## config.mk

```make
export PLATFORM = sky130hd
export DESIGN_NAME = memory_arbiter
export DESIGN_NICKNAME = d
export VERILOG_FILES = /design/src/rtl/cpu_types_pkg.sv /design/src/rtl/memarb_pkg.sv /design/src/rtl/rr_arbiter.sv /design/src/rtl/memory_arbiter.sv
export SDC_FILE = /design/constraint.sdc
export NUM_CORES = 1
export LEC_CHECK = 0
export BUFFER_PORTS_ARGS = -buffer_cell sky130_fd_sc_hd__buf_2
export CAP_MARGIN = 0
export CORE_AREA = 2 2 167 169
export CTS_CLUSTER_SIZE = 24
export DETAILED_ROUTE_END_ITERATION = 6
export DIE_AREA = 0 0 169 171
export GPL_TIMING_DRIVEN = 0
export HOLD_SLACK_MARGIN = 0.12
export PLACE_DENSITY_LB_ADDON = 0.08
export SETUP_SLACK_MARGIN = 0.4
export SYNTH_ARGS = -nofsm -noshare
export SYNTH_HDL_FRONTEND = slang
export SYNTH_SLANG_ARGS = --single-unit
```

## constraint.sdc

```tcl
create_clock -name CLK -period 1.87 [get_ports CLK]
set_clock_uncertainty 0.15 [all_clocks]
set_input_delay 0.0935 -clock CLK [delete_from_list [all_inputs] [get_ports CLK]]
set_output_delay 0.0935 -clock CLK [all_outputs]
set_load 0.01 [all_outputs]
```

## src/rtl/cpu_types_pkg.sv

```systemverilog
// Shared CPU/memory-side types: machine word and RAM handshake state.
package cpu_types_pkg;
    typedef logic [31:0] word_t;
    typedef enum logic [1:0] {FREE = 2'd0, BUSY = 2'd1, ACCESS = 2'd2, ERROR = 2'd3} ramstate_t;
endpackage

```

## src/rtl/memarb_pkg.sv

```systemverilog
// Types shared by the memory arbiter and its round-robin helper.
package memarb_pkg;
    typedef enum logic [1:0] {IDLE = 2'd0, DSERVE = 2'd1, ISERVE = 2'd2} arb_state_t;
    typedef enum logic {DATA = 1'b0, INSTR = 1'b1} req_class_t;
endpackage

```

## src/rtl/rr_arbiter.sv

```systemverilog
// Combinational round-robin picker: first requester at or after ptr wins.
module rr_arbiter #(
    parameter int N  = 2,
    parameter int PW = 1
) (
    input  logic [N-1:0]  req,
    input  logic [PW-1:0] ptr,
    output logic [N-1:0]  grant,
    output logic          valid
);
    logic [PW-1:0] idx;

    always_comb begin
        grant = '0;
        valid = 1'b0;
        idx   = '0;
        for (int k = 0; k < N; k++) begin
            idx = PW'((int'(ptr) + k) % N);
            if (!valid && req[idx]) begin
                grant[idx] = 1'b1;
                valid      = 1'b1;
            end
        end
    end
endmodule

```

## src/rtl/memory_arbiter.sv

```systemverilog
// Serializes per-core icache/dcache requests onto one RAM port; dcache wins,
// round-robin within a class, and a dcache owner keeps the port for a block.
module memory_arbiter
    import cpu_types_pkg::*;
    import memarb_pkg::*;
#(
    parameter int CPUS        = 2,
    parameter int BLOCK_WORDS = 2
) (
    input  logic                   CLK,
    input  logic                   RST,
    input  logic      [CPUS-1:0]   iREN,
    input  word_t     [CPUS-1:0]   iaddr,
    output logic      [CPUS-1:0]   iwait,
    output word_t     [CPUS-1:0]   iload,
    input  logic      [CPUS-1:0]   dREN,
    input  logic      [CPUS-1:0]   dWEN,
    input  word_t     [CPUS-1:0]   daddr,
    input  word_t     [CPUS-1:0]   dstore,
    output logic      [CPUS-1:0]   dwait,
    output word_t     [CPUS-1:0]   dload,
    output logic                   ramREN,
    output logic                   ramWEN,
    output word_t                  ramaddr,
    output word_t                  ramstore,
    input  word_t                  ramload,
    input  ramstate_t              ramstate
);
    localparam int OW = (CPUS > 1) ? $clog2(CPUS) : 1;
    localparam int BW = $clog2(BLOCK_WORDS) + 1;

    arb_state_t  state_q, state_d;
    logic [OW-1:0] owner_q, owner_d, rr_q, rr_d, rr_after;
    logic [BW-1:0] beat_q, beat_d, beat_inc;
    logic [CPUS-1:0] d_grant, i_grant;
    logic            d_valid, i_valid;
    logic [OW-1:0]   d_idx, i_idx;
    req_class_t      win_class;

    rr_arbiter #(.N(CPUS), .PW(OW)) u_data_arb (
        .req(dREN | dWEN), .ptr(rr_q), .grant(d_grant), .valid(d_valid)
    );
    rr_arbiter #(.N(CPUS), .PW(OW)) u_instr_arb (
        .req(iREN), .ptr(rr_q), .grant(i_grant), .valid(i_valid)
    );

    always_comb begin
        d_idx = '0;
        i_idx = '0;
        for (int c = 0; c < CPUS; c++) begin
            if (d_grant[c]) d_idx = OW'(c);
            if (i_grant[c]) i_idx = OW'(c);
        end
    end

    // Read data is broadcast; consumers qualify it with their own wait.
    always_comb begin
        for (int c = 0; c < CPUS; c++) begin
            iload[c] = ramload;
            dload[c] = ramload;
        end
    end

    assign win_class = d_valid ? DATA : INSTR;
    assign rr_after  = (owner_q == OW'(CPUS - 1)) ? '0 : owner_q + OW'(1);
    assign beat_inc  = beat_q + BW'(1);

    always_comb begin
        ramREN   = 1'b0;
        ramWEN   = 1'b0;
        ramaddr  = '0;
        ramstore = '0;
        iwait    = '1;
        dwait    = '1;
        state_d  = state_q;
        owner_d  = owner_q;
        rr_d     = rr_q;
        beat_d   = beat_q;
        case (state_q)
            IDLE: begin
                if (d_valid || i_valid) begin
                    state_d = (win_class == DATA) ? DSERVE : ISERVE;
                    owner_d = (win_class == DATA) ? d_idx : i_idx;
                    beat_d  = '0;
                end
            end
            DSERVE: begin
                if (dWEN[owner_q] || dREN[owner_q]) begin
                    ramaddr = daddr[owner_q];
                    if (dWEN[owner_q]) begin
                        ramWEN   = 1'b1;
                        ramstore = dstore[owner_q];
                    end else begin
                        ramREN = 1'b1;
                    end
                    // BUSY/FREE/ERROR all hold the strobes until the RAM reports ACCESS.
                    if (ramstate == ACCESS) begin
                        dwait[owner_q] = 1'b0;
                        beat_d         = beat_inc;
                        if (beat_inc == BW'(BLOCK_WORDS)) begin
                            state_d = IDLE;
                            rr_d    = rr_after;
                        end
                    end
                end else begin
                    state_d = IDLE;
                    rr_d    = rr_after;
                end
            end
            ISERVE: begin
                if (iREN[owner_q]) begin
                    ramREN  = 1'b1;
                    ramaddr = iaddr[owner_q];
                    if (ramstate == ACCESS) begin
                        iwait[owner_q] = 1'b0;
                        state_d        = IDLE;
                        rr_d           = rr_after;
                    end
                end else begin
                    state_d = IDLE;
                end
            end
            default: state_d = IDLE;
        endcase
    end

    always_ff @(posedge CLK or posedge RST) begin
        if (RST) begin
            state_q <= IDLE;
            owner_q <= '0;
            rr_q    <= '0;
            beat_q  <= '0;
        end else begin
            state_q <= state_d;
            owner_q <= owner_d;
            rr_q    <= rr_d;
            beat_q  <= beat_d;
        end
    end
endmodule

```

=== After elaboration in Yosys (flattened, before gate mapping) ===
Cells that the tools add are included.

* Input bits: 234
* Register bits after elaboration: 6
* Word-level logic and storage cells: 119
* Output and inout bits: 198

* Reduce and logical (&&, ||, !) cells: 16
* Eq/ne operators: 12
* Magnitude comparators: 6
* Muxes and demuxes: 74
* Bitwise gates (word level): 4
* Add/sub/neg operators: 3

{| class="wikitable"
|+ Operator list
! operator !! count
|-
| $mux W32 || 11
|-
| $pmux W32 S2 || 1
|-
| $mux W2 || 19
|-
| $mux W1 || 36
|-
| $ne A2 B2 Y1 const B || 5
|-
| $ne A3 B3 Y1 const B || 3
|-
| $reduce_and A4 Y1 || 2
|-
| $eq A2 B2 Y1 const B || 3
|-
| $lt A1 B2 Y1 const B || 3
|-
| $or A2 B2 Y2 || 3
|-
| $pmux W2 S3 || 1
|-
| $logic_and A1 B1 Y1 || 5
|-
| $reduce_and A5 Y1 || 1
|-
| $pmux W1 S2 || 2
|-
| $pmux W2 S2 || 1
|-
| $reduce_bool A2 Y1 || 2
|-
| $demux W1 S1 || 3
|-
| $ge A1 B1 Y1 const B || 3
|-
| $add A1 B1 Y1 const B || 2
|-
| $add A2 B1 Y2 const B || 1
|-
| $eq A2 B1 Y1 const B || 1
|-
| $logic_not A1 Y1 || 2
|-
| $logic_not A2 Y1 || 1
|-
| $logic_or A1 B1 Y1 || 2
|-
| other kinds (2) || 2
|}

=== Longest topological paths before layout ===
* Word-level depth: 10
* Depth in mapped cells: 7
* Depth with buffers taken out: 6

=== Cells and area by module ===
Synthesis repeated with hierarchy kept, for this count alone.

* Cell total of the unflattened synthesis: 490
* Area total of the unflattened synthesis: 3393.3 sq um

{| class="wikitable"
|+ Modules (own cells, without submodules)
! module !! instances !! cells an instance !! seq. area each (sq um) !! area an instance (sq um)
|-
| memory_arbiter || 1 || 482 || 150.1 || 3343.2
|-
| rr_arbiter || 2 || 4 || 0.0 || 25.0
|}

=== Worst setup path before layout ===
OpenSTA, ideal clock, no wires.

* Path kind: register -> output
* Start point: register owner_q
* End point: output port ramaddr[13]
* Arrival time: 1.446 ns
* Required time: 1.627 ns
* Path buffers: 2
* Stages on the path, launching flop included: 7
* Setup slack: 0.180 ns
* Path through: dfrtp_1 -> buf_6 -> or3_1 -> nand3_4 -> buf_6 -> o22ai_1 -> and2_1

* Word-level cells in the longest chain between the ends: 5
* Elaborated cells between the ends (all ways): 14
* Classes of those cells: 13 x mux; 1 x reduce/logical

{| class="wikitable"
|+ RTL lines
! element !! line !! source
|-
| from (decl) || memory_arbiter.sv:33 || <nowiki>logic [OW-1:0] owner_q, owner_d, rr_q, rr_d, rr_after;</nowiki>
|-
| from (signal assigned) || memory_arbiter.sv:135 || <nowiki>owner_q <= owner_d;</nowiki>
|-
| $mux W1 (not written as such) (2 in series) || memory_arbiter.sv:88 || <nowiki>if (dWEN[owner_q] || dREN[owner_q]) begin</nowiki>
|-
| $logic_or A1 B1 Y1 || memory_arbiter.sv:88 ||
|-
| $mux W32 || memory_arbiter.sv:88 ||
|-
| $pmux W32 S2 (*) || memory_arbiter.sv:79 || <nowiki>case (state_q)</nowiki>
|-
| to (decl) || memory_arbiter.sv:24 || <nowiki>output word_t ramaddr,</nowiki>
|}

Mark *: on every way between the ends. The rest lies on a longest branch, timed or not. The select of a mux whose other input is x is not followed.

=== Final worst setup path ===
* Start point: register owner_q
* End point: output port ramaddr[7]

Same word-level chain as after synthesis.

==> parameters.txt <==
Parameter                              Value

Routing
  Remaining antenna violation count after routing    0
  Number of vias after detailed routing    4464
  Routed length on met1    6.59 mm
  # DRC    0
  Highest metal layer with signal wires    met5
  Routed Wire Length    18.4 mm
  DRC marker count from the first detailed-route iteration    between 60 and 70
  Wire per inst    15.1 um
  Met2 wire length    9.82 mm
  Detail Route met3 WL    1.74 mm
  First-pass iteration count of the detailed router    4
  Avg Vias per Cell    3.67

Power and ir drop
  Power spent charging and discharging nets    0.00361 W
  Sw frac    41.1%
  Portion of total power attributed to sequential cells    2.4%
  Worst vdd ir    between 600 and 700 uV
  Cell leakage power    between 4 and 5 nW
  Final Power    approximately 0.0088 W
  Internal power    roughly 0.0052 W
  Power Dens Cells    1140 nW/um^2
  Proportion of power drawn by the clock network    a little under 4%
  Comb pwr share    93.7%

Setup path
  Arrival time worst endpoint    1840 ps
  Critical Path End Type    primary output
  Cells along the critical path    buf_6 > or3b_4 > nand3_4 > buf_12 > clkbuf_16 > o22ai_1 > and2_4 > buf_6
  Largest fanout on the critical path    5
  Standard cell with the maximum stage delay on the critical path    or3b_4
  Worst stage delay on the critical path    400 ps
  Worst Path Buf+Inv    4
  Req. time, crit path    1630 ps
  Cell family with most CP delay    simple AND/OR/NAND/NOR gates
  Crit Path Class    reg2out
  Crit start category    flip-flop
  Library cell appearing most often on the critical path    buf_6

Synthesis
  Share of synthesized area occupied by flip-flops and latches    4.77%
  Dominant cell by count in the synthesized netlist    buf_4
  Predominant post-synthesis flop cell    dfrtp_1
  Ys async rst share    100%
  Share of the synthesized area in the top cell type    30.9%
  Unique cell type count in the Yosys netlist    35
  Top cells by count, synth    buf_4, mux2i_1, nor2_1
  Average size of a mapped cell    7.62 sq um
  Count of state elements after synthesis    6
  Warnings, synthesis    0
  Cell types occupying the most area after synthesis    mux2i_1, buf_4, o22ai_1
  Post-synth EDFFs    0
  Cell area after synthesis    approximately 3100 sq um
  Synthesized instance count    413
  Mux contribution to synthesized area    around a third
  Area fraction in compound gates after synthesis    about 9.9%
  Share of synthesized cell area in full adder, half adder and majority cells    1.59%
  Synth Net Count    ~650
  Simple-gate share of the synthesized area    15.9%
  Main combinational cell family by area after synthesis    buffers and inverters
  Top cell type by total area after synthesis    mux2i_1
  Xor/xnor cell area share of the yosys netlist    0%

Clocking
  Clock buffer count from CTS    3
  Clk_lat worst skew    230 ps
  Cell chosen for the clock root    clkbuf_16
  Clock tree from TritonCTS    done
  Number of sinks on the clock net    6
  Worst-path clk slew    30 ps
  Clock tree buffer depth    2
  Total number of H-tree levels    1

Global routing
  Number of global-route vias before repair    4449
  Largest net degree at the start of global routing    11
  Global-route congestion overflow total    0
  GRT Overall Usage    11.0%
  Global-route wire length before repair    24.5 mm
  Number of antenna violations at the first check in global routing    4

Run
  Number of maximum-capacitance constraint violations    0

STA
  Worst rel slew slack    about 76%
  Final Hold Fails    0
  Final Setup Violations    68
  Post-layout min period    around 2100 ps
  Final critical-path setup slack    -212 ps
  Pins Over Slew Limit    0
  Transition time of the tightest slew-check pin    352 ps
  Unrepaired setup endpoints after global routing    true
  Max Clk Rate    approximately 0.48 GHz
  Post-route clock period utilization    111%

Layout
  Non-filler cells, final    1215
  Net total in the final layout    1109
  Share of final-layout standard cells stronger than drive strength 1    83.8%
  Antenna cell count    0
  Layout-stage area growth over the synthesis result    145%
  Finished Cell Area    approximately 7700 sq um

Worst hold path
  Hold Path Class    in2async

Die
  Row count    61
  Die Outline Area    28900 sq um
  Number of I/O pins    432
  Horiz. Die Dim    169 um
  Starting density of the core    11.5%
  Die Height    171 um
  Placeable core region    27300 sq um

Placed design
  Placed Area    around 5700 sq um
  RePlAce Congestion    0.725
  Post-detailed-placement half-perimeter wirelength    around 14 mm
  Inst Count DP    1158
  Total of buffers placed on input and output ports    399

Run status
  Outcome    finished, violations left
  Failing checks    setup timing
cell families after synthesis:
family / after synthesis
AND/OR/NAND/NOR: 96
buffers and inverters: 160
multiplexers: 100
flip-flops: 6
adder cells (fa/ha/maj): 4
AO/OA/AOI/OAI: 47
worst paths after layout:
kind | startpoint | end | slack [ps] | depth (start not counted)
setup reg to reg | owner_q | beat_q[0] | 40 | 8
max in group asynchronous | RST | owner_q | 1140 | 3
min in group CLK | ramstate[0] | beat_q[0] | 220 | 4
setup / recovery | owner_q | ramaddr[7] | -210 | 8
hold reg to reg | beat_q[0] | beat_q[0] | 320 | 1
hold / removal | RST | rr_q | 210 | 3
stage by stage:
| step | hold slack, ps | util [%] | setup WS (ps) | setup TNS (ps) |
|---|---|---|---|---|
| after floorplan | -266 | - | 286 | 0 |
| after detailed placement | -101 | 20.9 | -158 | -4730 |
| final | 206 | 28.2 | -212 | -8860 |
| after global placement | -105 | 20.9 | -187 | -4940 |
| after global routing | 224 | 28.2 | -292 | -14120 |
| after CTS | 199 | 25.1 | -229 | -9850 |
area by class of cell:
class / count / area [sq um]
timing repair buffer: 453 / 3120
clock buffer: 3 / 75.1
buffer: 153 / 1340
tap: 346 / 433
fill: 2992 / 19600
multi-input combinational: 247 / 2550
inverter: 7 / 28.8
sequential: 6 / 150
cells in the final DEF, fill, tap and decap left out, types with 8 or more instances in the layout:
cell type / instances
buf_2: 351
buf_4: 141
mux2i_1: 80
buf_6: 70
and2_4: 31
buf_12: 19
o22ai_2: 19
nor2_1: 16
nor2_4: 13
mux2i_4: 9
o22ai_1: 9
nor2_2: 8
mux2i_2: 8
buf_8: 8
buf_16: 8
state kept, by name, summed over array words and instances, names as in the netlist:
signal and cells:
state_q 2, rr_q 1, beat_q 2, owner_q 1
tightest hold or removal path: cells and delay by family:
family	cells	cell delay, ps
buffers and inverters	3	870
power groups by stage:
stage	logic [W]	registers (W)	clock network, W
floorplan	0.00322	0.000206	0
global placement	0.00489	0.000211	0
detailed placement	0.00484	0.000210	0
CTS	0.00699	0.000206	0.000356
global route	0.00877	0.000215	0.000363
finish	0.00824	0.000208	0.000344
routing by layer:
| metal | up-vias | global-route usage, % |
|---|---|---|
| met4 | 8 | 1.45 |
| met5 | - | 0 |
| li1 | 2217 | - |
| met1 | 1957 | 11.7 |
| met2 | 264 | 21.8 |
| met3 | 18 | 3.10 |
repair_timing:
item	CTS	global route
setup buffers	33	8
pin swaps	22	19
cloned	9	3
hold buffers	1	0
endpoints found under the setup margin	76	76
resized for setup	121	145
endpoints found under the hold margin	6	0
Power figures use the tool's default switching activity.
